<file path="config.mk">
export PLATFORM = sky130hd
export DESIGN_NAME = write_back_pipe
export DESIGN_NICKNAME = d
export VERILOG_FILES = /design/src/rtl/cpu_pkg.sv /design/src/rtl/write_back_pipe_load_align.sv /design/src/rtl/write_back_pipe.sv
export SDC_FILE = /design/constraint.sdc
export NUM_CORES = 1
export LEC_CHECK = 0
export ABC_AREA = 1
export CORE_UTILIZATION = 46
export DETAILED_ROUTE_END_ITERATION = 10
export PLACE_DENSITY = 0.88
export RECOVER_POWER = 50
export SETUP_SLACK_MARGIN = 0.3
export SYNTH_ARGS = -nofsm -noshare
export SYNTH_HDL_FRONTEND = slang
export SYNTH_SLANG_ARGS = --single-unit
</file>
<file path="constraint.sdc">
create_clock -name clk -period 2.1 [get_ports clk]
set_input_delay 0.315 -clock clk [delete_from_list [all_inputs] [get_ports clk]]
set_output_delay 0.315 -clock clk [all_outputs]
set_load 0.01 [all_outputs]
</file>
<file path="src/rtl/cpu_pkg.sv">
// Shared CPU types: write-back data select, load size and write-back FSM state.
package cpu_pkg;

    typedef enum logic [1:0] {
        WB_PC  = 2'b00,
        WB_PC1 = 2'b01,
        WB_MEM = 2'b10,
        WB_EXE = 2'b11
    } wb_sel_e;

    typedef enum logic [1:0] {
        SZ_B = 2'b00,
        SZ_H = 2'b01,
        SZ_W = 2'b10
    } mem_size_e;

    typedef enum logic {
        WB_IDLE     = 1'b0,
        WB_WAIT_MEM = 1'b1
    } wb_state_e;

endpackage

</file>
<file path="src/rtl/write_back_pipe_load_align.sv">
// Load data alignment: picks the byte/half lane from an aligned word and
// zero- or sign-extends it to the datapath width.
module load_align
    import cpu_pkg::*;
#(
    parameter int N = 32
) (
    input  logic [N-1:0] i_rdata,
    input  logic [1:0]   i_size,
    input  logic         i_signed,
    input  logic [1:0]   i_offs,
    output logic [N-1:0] o_data
);

    logic [7:0]  w_byte;
    logic [15:0] w_half;

    always_comb begin
        w_byte = i_rdata[7:0];
        unique case (i_offs)
            2'd1:    w_byte = i_rdata[15:8];
            2'd2:    w_byte = i_rdata[23:16];
            2'd3:    w_byte = i_rdata[31:24];
            default: w_byte = i_rdata[7:0];
        endcase
        // Half loads ignore offs[0]; the lane is picked by offs[1] alone.
        w_half = i_offs[1] ? i_rdata[31:16] : i_rdata[15:0];
        o_data = i_rdata;
        unique case (i_size)
            SZ_B:    o_data = {{(N-8){i_signed & w_byte[7]}}, w_byte};
            SZ_H:    o_data = {{(N-16){i_signed & w_half[15]}}, w_half};
            default: o_data = i_rdata;
        endcase
    end

endmodule

</file>
<file path="src/rtl/write_back_pipe.sv">
// MEM/WB register, result select and register-file write port with
// late-load wait state, WB->decode bypass and retire/stall counters.
module write_back_pipe
    import cpu_pkg::*;
#(
    parameter int N        = 32,
    parameter int RA_W     = 5,
    parameter int LR_IDX   = 31,
    parameter int ZERO_REG = 1,
    parameter int CNT_W    = 32
) (
    input  logic             clk,
    input  logic             rst_n,
    input  logic             in_valid,
    output logic             in_ready,
    input  logic             flush,
    input  logic [N-1:0]     exe_out,
    input  logic [N-1:0]     pc_inc4,
    input  logic [RA_W-1:0]  rx,
    input  logic [1:0]       wb_data_sel,
    input  logic             wb_reg_sel,
    input  logic [1:0]       mem_size,
    input  logic             mem_signed,
    input  logic [1:0]       mem_offs,
    input  logic             mem_rvalid,
    input  logic [N-1:0]     mem_rdata,
    output logic             rf_we,
    output logic [RA_W-1:0]  rf_waddr,
    output logic [N-1:0]     rf_wdata,
    output logic             fwd_valid,
    output logic [RA_W-1:0]  fwd_reg,
    output logic [N-1:0]     fwd_data,
    output logic [CNT_W-1:0] retired_cnt,
    output logic [CNT_W-1:0] stall_cnt
);

    wb_state_e        r_state;
    logic [RA_W-1:0]  r_waddr;
    logic [1:0]       r_size;
    logic             r_signed;
    logic [1:0]       r_offs;
    logic             r_rf_we;
    logic [RA_W-1:0]  r_rf_waddr;
    logic [N-1:0]     r_rf_wdata;
    logic [CNT_W-1:0] r_retired;
    logic [CNT_W-1:0] r_stall;

    logic             w_idle;
    logic             w_accept;
    logic             w_is_load;
    logic             w_commit_now;
    logic             w_go_wait;
    logic             w_commit_wait;
    logic             w_commit;
    logic [RA_W-1:0]  w_waddr;
    logic [RA_W-1:0]  w_cwaddr;
    logic [1:0]       w_size;
    logic             w_signed;
    logic [1:0]       w_offs;
    logic [N-1:0]     w_ldata;
    logic [N-1:0]     w_sel_data;
    logic [N-1:0]     w_cdata;

    assign w_idle        = (r_state == WB_IDLE);
    assign in_ready      = w_idle;
    assign w_accept      = w_idle & in_valid & ~flush;
    assign w_is_load     = (wb_data_sel == WB_MEM);
    assign w_commit_now  = w_accept & (~w_is_load | mem_rvalid);
    assign w_go_wait     = w_accept & w_is_load & ~mem_rvalid;
    assign w_commit_wait = ~w_idle & mem_rvalid;
    assign w_commit      = w_commit_now | w_commit_wait;
    assign w_waddr       = wb_reg_sel ? rx : RA_W'(LR_IDX);

    // While waiting, the aligner works from the captured load control.
    assign w_size   = w_idle ? mem_size   : r_size;
    assign w_signed = w_idle ? mem_signed : r_signed;
    assign w_offs   = w_idle ? mem_offs   : r_offs;

    load_align #(.N(N)) u_align (
        .i_rdata  (mem_rdata),
        .i_size   (w_size),
        .i_signed (w_signed),
        .i_offs   (w_offs),
        .o_data   (w_ldata)
    );

    always_comb begin
        w_sel_data = pc_inc4;
        unique case (wb_data_sel)
            WB_MEM:  w_sel_data = w_ldata;
            WB_EXE:  w_sel_data = exe_out;
            default: w_sel_data = pc_inc4;
        endcase
    end

    assign w_cwaddr = w_commit_wait ? r_waddr : w_waddr;
    assign w_cdata  = w_commit_wait ? w_ldata : w_sel_data;

    always_ff @(posedge clk or negedge rst_n) begin
        if (!rst_n) begin
            r_state    <= WB_IDLE;
            r_waddr    <= '0;
            r_size     <= '0;
            r_signed   <= 1'b0;
            r_offs     <= '0;
            r_rf_we    <= 1'b0;
            r_rf_waddr <= '0;
            r_rf_wdata <= '0;
            r_retired  <= '0;
            r_stall    <= '0;
        end else begin
            r_rf_we <= 1'b0;
            if (w_commit) begin
                r_rf_we    <= !((ZERO_REG != 0) && (w_cwaddr == '0));
                r_rf_waddr <= w_cwaddr;
                r_rf_wdata <= w_cdata;
                r_retired  <= r_retired + CNT_W'(1);
            end
            if (!w_idle) begin
                r_stall <= r_stall + CNT_W'(1);
            end
            unique case (r_state)
                WB_IDLE: begin
                    if (w_go_wait) begin
                        r_state  <= WB_WAIT_MEM;
                        r_waddr  <= w_waddr;
                        r_size   <= mem_size;
                        r_signed <= mem_signed;
                        r_offs   <= mem_offs;
                    end
                end
                WB_WAIT_MEM: begin
                    if (mem_rvalid) begin
                        r_state <= WB_IDLE;
                    end
                end
                default: r_state <= WB_IDLE;
            endcase
        end
    end

    assign rf_we       = r_rf_we;
    assign rf_waddr    = r_rf_waddr;
    assign rf_wdata    = r_rf_wdata;
    assign fwd_valid   = r_rf_we;
    assign fwd_reg     = r_rf_waddr;
    assign fwd_data    = r_rf_wdata;
    assign retired_cnt = r_retired;
    assign stall_cnt   = r_stall;

endmodule

</file>
== After elaboration in Yosys (flattened, before gate mapping) ==
Index checks and enable logic that the tools add are counted.

* $add $sub $neg: 2
* Eq/ne operators: 6
* Mux-type cells: 14
* Bitwise operators: 14
* Reductions and logical operators: 4

{| class="wikitable"
|+ Operators by type and width
! kind !! number
|-
| $pmux 32 s2 || 2
|-
| $add 32x1->32 const B || 2
|-
| $mux 32 || 1
|-
| $pmux 8 s3 || 1
|-
| $mux 16 || 1
|-
| $mux 5 || 2
|-
| $and 1x1->1 || 8
|-
| $eq 2x2->1 const B || 4
|-
| $logic_not 5->1 || 1
|-
| $eq 2x1->1 const B || 2
|-
| $mux 1 || 4
|-
| $mux 2 || 2
|-
| $not 1->1 || 4
|-
| $logic_not 2->1 || 1
|-
| $or 1x1->1 || 2
|-
| $pmux 1 s2 || 1
|-
| $reduce_and 2->1 || 1
|-
| $logic_not 1->1 || 1
|}

* Bits in registers: 113
* Input bits: 114
* Output and inout bits: 141
* Logic and storage cells: 50

== Logic depth before layout (Yosys ltp) ==
Gate-level depths: netlist (run 1).

* Depth in word-level cells: 7
* Mapped depth: 11
* Gate-level depth less buffers: 11

== By module ==
Synthesis (run 1) repeated with hierarchy kept, for this count alone.

* Cells, all modules: 1,060
* Area total of the unflattened synthesis: 7,429.6 um^2

{| class="wikitable"
|+ By module, submodules not included
! module !! times used !! cells an instance !! area each (um^2) !! seq. area each (um^2)
|-
| write_back_pipe || 1 || 892 || 6,541.3 || 2,827.7
|-
| load_align || 1 || 168 || 888.4 || 0.0
|}

== Worst setup path before layout (run 1) ==
No wires, ideal clock.

* Path type: register to register
* Start: register r_stall[0], in the netlist stall_cnt[0]
* End: register r_stall[20], in the netlist stall_cnt[20]
* Setup time: 124 ps
* Arrival time: 1,586 ps
* Data required time: 1,976 ps
* Setup slack: 390 ps
* Cell stages (with the launch flop): 10
* Path buffers: 0
* Clock period less this slack: 1,710 ps
* Cell sequence: dfrtp_1 -> ha_1 -> inv_1 -> nor3_4 -> nand2_2 -> nor2_8 -> nand2_4 -> nor2_4 -> nand3_1 -> xor2_1

* Cells in the longest elaborated chain, start to end: 1

{| class="wikitable"
|+ Ends and longest elaborated chain
! element !! RTL line !! RTL
|-
| start: declaration || write_back_pipe.sv:46 || <nowiki>logic [CNT_W-1:0] r_stall;</nowiki>
|-
| start signal: assignment || write_back_pipe.sv:120 || <nowiki>r_stall <= r_stall + CNT_W'(1);</nowiki>
|-
| $add 32x1->32 || write_back_pipe.sv:120 ||
|}

No other way between the ends.
A chain may end at the register's enable or synchronous reset.

==> metrics.sh, run 1 <==
OUTCOME='finished, final reports clean'
CP-END-KIND='flop'
WORSTREG2REGEND='stall_cnt[31]'
PRE_CTS_WS_PS=-26.6
TIMING.REG2REG.WORST_PATH_DEPTH=8
FINAL_NET_COUNT=1380
PRE_REPAIR_DR_ITERATION_COUNT=5
DRT-WIRELENGTH-PER-CELL_UM=16.3
FINALMAXSLEWVIOLATIONS=0
POST-ROUTE-UTIL=0.713
CTS_TREE='built'
CLASSIFICATION_OF_THE_WORST_SETUP_PATH='reg -> reg'
SWITCHINGPOWER_mW=2.63
GR-TOTAL-OVERFLOW=0
IOS=255
CTS-HTREE-LEVELS=4
CP_DATA_ARRIVAL_TIME_PS=2240
NUMBER_OF_ANTENNA_VIOLATIONS_AT_THE_FIRST_CHECK_IN_GLOBAL_ROUTING=0
AREA.GROWTH.SYNTH_TO_FINAL_PCT=50.8
POST_SYNTH_INSTANCE_AREA_MM2=0.00721
WORST_SKEW_PAIR.LATE_LATENCY_PS=430
SYNTH_ENABLE_FLOP_CELLS=0
DRIVE_GT1_FRAC=0.139
SYN_NETS=1118
CPMAXSTAGEDELAYCELL='sky130_fd_sc_hd__dfrtp_1'
P_COMB_FRAC=0.307
POWER.IR.VDD_WORST_V=0.000779
SYNTH_TOP_FAMILY_BY_AREA='simple AND/OR/NAND/NOR gates'
ANTENNA_CELLS_INSERTED=0
POWER.SWITCHING_FRACTION=0.328
POST-ROUTE-WORST-SETUP-SLACK_PS=177
ROWS=45
RELSLEWSLACK=0.635
SYNTH_COMPOUND_AREA_FRAC=0.0758
SYNTH-XOR-AREA-SHARE=0.0717
SYNTH-ASYNC-RESET-RATIO=1.00
CRIT_CHAIN='inv_4 > buf_4 > nor3_2 > nand2_2 > nor3_4 > buf_4 > nand2_1 > xnor2_1'
YS_TOP_CELLS_BY_AREA='sky130_fd_sc_hd__dfrtp_1 39%, sky130_fd_sc_hd__nand2_1 17%, sky130_fd_sc_hd__nor2_1 6.0%'
SETUP-TNS-FINAL_PS=0
P_INT_mW=5.38
CLOCK_SINKS=113
SYNTH.MUX.AREA_FRACTION=0
WORSTREG2REGSTART='r_state'
CRIT_TOP_CELL='sky130_fd_sc_hd__buf_4'
DIE_W_UM=127
POST_SYNTH_NUM_CELL_TYPES=37
DRT_WL_TOTAL_UM=24200
WORSTPATHBUFFERINVERTERCOUNT=3
FINALSETUPVIOLCOUNT=0
DRC=0
GRT_START_MAX_NET_PINS=70
WORST_HOLD_PATH_TYPE='in -> async'
FIRST_GLOBAL_VIAS=7207
SYNTHDOMINANTAREACELLTYPE='sky130_fd_sc_hd__dfrtp_1'
AVGSYNTHCELLAREA_UM2=7.20
SYNTH_COMMONEST_CELLS='321 x sky130_fd_sc_hd__nand2_1, 116 x sky130_fd_sc_hd__nor2_1, 113 x sky130_fd_sc_hd__dfrtp_1'
POWER_mW=8.00
CELLPOWERDENSITY_mW_PER_MM2=736
PERIOD_SHARE=0.916
CRITPATHMAXFANOUT=9
TIGHTESTPINTRANSITION_PS=547
POST-SYNTH-TOP-COUNT-CELL='sky130_fd_sc_hd__nand2_1'
TRACK_USAGE=0.292
SYNTHESIS.YOSYS.WARNINGS=0
CRIT_FAMILY='simple AND/OR/NAND/NOR gates'
SYNTHSIMPLEGATEAREAFRAC=0.353
POSTROUTEANTENNANETS=0
START_KIND='flop'
SYNTH.FF_LATCH_COUNT=113
DIE_HEIGHT_UM=127
CRIT_REQUIRED_PS=2410
PLACEMENT.IO_BUFFERS=254
REG2REG_SETUP_SLACK_PS=180
VIA_PER_INSTANCE_RATIO=5.23
POSTSYNTHCELLCOUNT=1002
SYNTH_ADDER_AREA_SHARE=0.00347
DETAILROUTE.VIA_COUNT=7777
FP.COREAREA_MM2=0.0153
CTS_BUFFER_DEPTH=2
NUMBER_OF_ENDPOINTS_WITH_NEGATIVE_HOLD_SLACK_IN_THE_FINAL_REPORT=0
GRT_SETUP_UNREPAIRED='yes'
DIE-AREA_MM2=0.0162
LAYOUT_MIN_CYCLE_TIME_PS=1920
CLOCK_POWER_SHARE=0.340
SEQUENTIAL_GROUP_SHARE_OF_TOTAL_POWER=0.353
CTS_MADE_BUFFERS=17
POST-DP-HPWL_UM=16700
STATIC-LEAKAGE-POWER_nW=4.93
CLKTRANSATPATHREGS_PS=60
FLOORPLAN.INITIALDENSITY=0.472
SYNTH_LARGEST_TYPE_AREA_FRACTION=0.392
SYNTH_FLOP_CELL='sky130_fd_sc_hd__dfrtp_1'
CRITICAL_PATH.MAX_STAGE_DELAY_PS=580
ROUTABILITYCONGESTION=0.926
CTS.ROOT.BUFFER_CELL='sky130_fd_sc_hd__clkbuf_16'
MAXCAPVIOLATIONS=0
GRT_PASS1_WL_UM=36800
DR.FIRST_ITER.DRC_COUNT=639
POST_ROUTE_SKEW_PS=8.79
SYNTH.YOSYS.SEQ_AREA_SHARE=0.392
MAXCLOCKFREQUENCY_MHz=520
[final cells by class]
cell class | instances | area (um2)
fill | 1141 | 4390
inverter | 76 | 288
timing repair buffer | 315 | 3150
tap | 211 | 264
sequential | 113 | 2840
multi-input combinational | 741 | 3780
clock buffer | 17 | 425
clock inverter | 15 | 125
[power groups by stage]
| stage | logic [mW] | clock network, mW | registers (mW) |
|---|---|---|---|
| after CTS | 2.37 | 2.73 | 2.81 |
| after floorplan | 1.02 | 0 | 2.89 |
| final | 2.46 | 2.72 | 2.83 |
| after detailed placement | 2.27 | 0 | 2.84 |
| after global placement | 2.23 | 0 | 2.84 |
| after global routing | 2.66 | 2.85 | 2.86 |
[kinds of logic (layout without fill, tap and decap cells)]
kind of cell,Yosys count,after routing
and+or+nand+nor,574,575
buffers and inverters,149,423
DFF,113,113
AOI/OAI and AO/OA,105,105
xor gates and xnor gates,59,59
adders and majority gates,2,2
[worst max path at each step]
stage                            start              end  slack, ps  cells past startpoint
after CTS                      r_state  retired_cnt[21]        300                     11
after detailed placement    mem_rvalid  retired_cnt[25]        -30                     10
after floorplan           stall_cnt[0]    stall_cnt[20]        390                      9
after global placement      mem_rvalid  retired_cnt[25]         30                     10
after global routing           r_state    stall_cnt[27]        110                      8
final                          r_state    stall_cnt[31]        180                      8
[metal layers]
metal | part of all wire | global-route usage
met4 | 0.026 | 0.106
met2 | 0.50 | 0.492
met5 | 0 | 0
met3 | 0.068 | 0.0519
met1 | 0.40 | 0.377
[layout by cell type (no fill, tap or decap), drive strengths merged, types with 12 or more instances in the layout]
master	instances
nand2	338
clkdlybuf4s50	248
nor2	126
dfrtp	113
inv	81
a21oi	68
nand3	65
buf	56
xor2	35
o21ai	35
xnor2	24
clkbuf	23
nor3	22
nand4	12
[per-stage QoR]
step                      hold WS, ps  cells  cell area, um2
after global placement            145   1427            9880
final                             384   1488           10900
after detailed placement          147   1427            9880
after floorplan                  19.4   1002            7210
after global routing              433   1488           10900
after CTS                         259   1471           10600
[repair_timing]
| action | 4_1_cts | 5_1_grt |
|---|---|---|
| resized for setup | 13 | 44 |
| setup buffers | 11 | 14 |
| pin swaps | 8 | 15 |
| gates cloned | 0 | 3 |
| hold buffers | 1 | 0 |
| hold endpoints to repair | 6 | 0 |
| setup endpoints to repair | 36 | 69 |
Note: power is estimated with default switching activity, not from simulation.
==> run 2, diff against run 1 <==
--- a/config.mk
+++ b/config.mk
@@ -7,10 +7,11 @@
 export LEC_CHECK = 0
 export ABC_AREA = 1
 export CORE_UTILIZATION = 46
+export CTS_CLUSTER_DIAMETER = 150
 export DETAILED_ROUTE_END_ITERATION = 10
 export PLACE_DENSITY = 0.88
 export RECOVER_POWER = 50
-export SETUP_SLACK_MARGIN = 0.3
+export SETUP_SLACK_MARGIN = 0.2
 export SYNTH_ARGS = -nofsm -noshare
 export SYNTH_HDL_FRONTEND = slang
 export SYNTH_SLANG_ARGS = --single-unit
==> metrics.sh, run 2 (synthesis gave the netlist of run 1 again) <==
WORSTPATHBUFFERINVERTERCOUNT=2
DR.FIRST_ITER.DRC_COUNT=643
WORST_HOLD_PATH_TYPE='in -> async'
FILLERINSTANCES=1196
GRT_START_MAX_NET_PINS=70
TIMING.REG2REG.WORST_PATH_DEPTH=9
GR-TOTAL-OVERFLOW=0
TRACK_USAGE=0.287
CP_DATA_ARRIVAL_TIME_PS=2170
STATIC-LEAKAGE-POWER_nW=4.72
RELSLEWSLACK=0.370
WORSTREG2REGSTART='r_state'
CPMAXSTAGEDELAYCELL='sky130_fd_sc_hd__dfrtp_1'
DRT-WIRELENGTH-PER-CELL_UM=15.7
DIE_W_UM=127
POST-ROUTE-UTIL=0.685
CRITICAL_PATH_DEPTH=9
FP.COREAREA_MM2=0.0153
NUMBER_OF_ENDPOINTS_WITH_NEGATIVE_HOLD_SLACK_IN_THE_FINAL_REPORT=0
FINALSETUPVIOLCOUNT=0
FINAL_NET_COUNT=1357
CP-END-KIND='flop'
IOS=255
CTS-HTREE-LEVELS=4
POST-DP-HPWL_UM=16700
NUMBER_OF_ANTENNA_VIOLATIONS_AT_THE_FIRST_CHECK_IN_GLOBAL_ROUTING=0
TIGHTESTPINTRANSITION_PS=944
DRC=0
CLOCK_SINKS=113
FLOORPLAN.INITIALDENSITY=0.472
DRT_WL_TOTAL_UM=23000
VIA_PER_INSTANCE_RATIO=5.18
WORSTREG2REGEND='stall_cnt[20]'
WORST_SKEW_PAIR.LATE_LATENCY_PS=430
DETAILROUTE.VIA_COUNT=7587
DIE_HEIGHT_UM=127
MAXCLOCKFREQUENCY_MHz=536
ANTENNA_CELLS_INSERTED=0
CRIT_PATH_START='r_state'
MOST_FREQUENT_CELLS_IN_THE_LAYOUT='322 x sky130_fd_sc_hd__nand2_1, 226 x sky130_fd_sc_hd__clkdlybuf4s50_1, 116 x sky130_fd_sc_hd__nor2_1'
PLACE_INST=1427
CRIT_CHAIN='inv_4 > buf_4 > nor3_4 > nand2_2 > nor2_8 > nand2_4 > nor2_4 > nand3_1 > xor2_1'
FINAL-INSTANCE-COUNT-EXCL-FILL=1465
GRT_SETUP_UNREPAIRED='no'
CRITPATHMAXFANOUT=9
CTS.ROOT.BUFFER_CELL='sky130_fd_sc_hd__clkbuf_16'
LAYOUT_COMMONEST_CELL='sky130_fd_sc_hd__nand2_1'
CRIT_REQUIRED_PS=2410
CRIT_FAMILY='simple AND/OR/NAND/NOR gates'
POWER.IR.VDD_WORST_V=0.000853
FIRST_GLOBAL_VIAS=7107
POST-ROUTE-WORST-SETUP-SLACK_PS=234
PERIOD_SHARE=0.889
SETUP.WORST_PATH.END='stall_cnt[20]'
POSTROUTEANTENNANETS=0
REG2REG_SETUP_SLACK_PS=230
MAXCAPVIOLATIONS=0
HOLD_SLACK_PS=345
CLKTRANSATPATHREGS_PS=60
POST_ROUTE_SKEW_PS=8.88
CTS_BUFFER_DEPTH=2
ROUTABILITYCONGESTION=0.926
CELLPOWERDENSITY_mW_PER_MM2=750
CRITICAL_PATH.MAX_STAGE_DELAY_PS=470
CTS_TREE='built'
PRE_REPAIR_DR_ITERATION_COUNT=5
AREA.GROWTH.SYNTH_TO_FINAL_PCT=44.9
LAYOUT_MIN_CYCLE_TIME_PS=1870
PLACEMENT.IO_BUFFERS=254
DIE-AREA_MM2=0.0162
PRE_CTS_WS_PS=-26.6
GRT_PASS1_WL_UM=36100
OUTCOME='finished, final reports clean'
CLASSIFICATION_OF_THE_WORST_SETUP_PATH='reg -> reg'
CTS_MADE_BUFFERS=17
START_KIND='flop'
DRIVE_GT1_FRAC=0.0925
ROWS=45
FINALMAXSLEWVIOLATIONS=0
-- run 2: worst register-to-register path, cell delays in order (launching register included) --
cell and delay [ps]:
sky130_fd_sc_hd__dfrtp_1 470, sky130_fd_sc_hd__inv_4 80, sky130_fd_sc_hd__buf_4 190, sky130_fd_sc_hd__nor3_4 220, sky130_fd_sc_hd__nand2_2 140, sky130_fd_sc_hd__nor2_8 160, sky130_fd_sc_hd__nand2_4 80, sky130_fd_sc_hd__nor2_4 150
sky130_fd_sc_hd__nand3_1 110, sky130_fd_sc_hd__xor2_1 150
-- run 2: repair_timing --
| item | 4_1_cts | 5_1_grt |
|---|---|---|
| setup buffers | 2 | 3 |
| endpoints found under the setup margin | 4 | 39 |
| gates resized for setup | 2 | 11 |
| hold buffers | 1 | 0 |
| pin swaps | 0 | 4 |
| endpoints found under the hold margin | 6 | 0 |
-- run 2: metal layers --
layer	up-vias	GRT usage	part of all wire	wire, um
li1	3618	-	-	-
met1	3595	0.372	0.42	9670
met2	336	0.479	0.50	11500
met3	38	0.0528	0.059	1360
met4	0	0.106	0.022	513
met5	-	0	0	0
-- run 2: per-stage QoR --
| stage | power [mW] | TNS, ps | instance area (um2) |
|---|---|---|---|
| floorplan | 3.91 | 0 | 7210 |
| detailed placement | 5.12 | -38.2 | 9880 |
| CTS | 7.86 | 0 | 10500 |
| global route | 8.20 | 0 | 10400 |
| global placement | 5.06 | 0 | 9880 |
| finish | 7.84 | 0 | 10400 |
-- run 2: layout make-up --
| class | instances | area [um2] | share of cell area |
|---|---|---|---|
| Clock inverter | 15 | 125 | 0.0120 |
| Sequential cell | 113 | 2830 | 0.271 |
| Inverter | 76 | 288 | 0.0275 |
| Timing Repair Buffer | 293 | 2870 | 0.274 |
| Clock buffer | 17 | 425 | 0.0407 |
| Multi-Input combinational cell | 740 | 3650 | 0.350 |
| Tap cell | 211 | 264 | 0.0253 |
-- run 2: how the worst min path moves through the flow --
stage | cells after the start | slack (ps) | start | endpoint
finish | 2 | 340 | rst_n | fwd_data[13]
detailed placement | 1 | 150 | rst_n | fwd_data[16]
global placement | 1 | 150 | rst_n | fwd_data[19]
CTS | 2 | 260 | rst_n | fwd_data[15]
global route | 2 | 400 | rst_n | fwd_data[13]
floorplan | 0 | 20 | rst_n | fwd_data[0]
-- run 2: report_power, final --
group / internal (mW) / switching [mW] / total (mW)
logic: 1.25 / 1.06 / 2.31
clock network: 1.54 / 1.18 / 2.71
registers: 2.49 / 0.324 / 2.81
total: 5.27 / 2.56 / 7.84
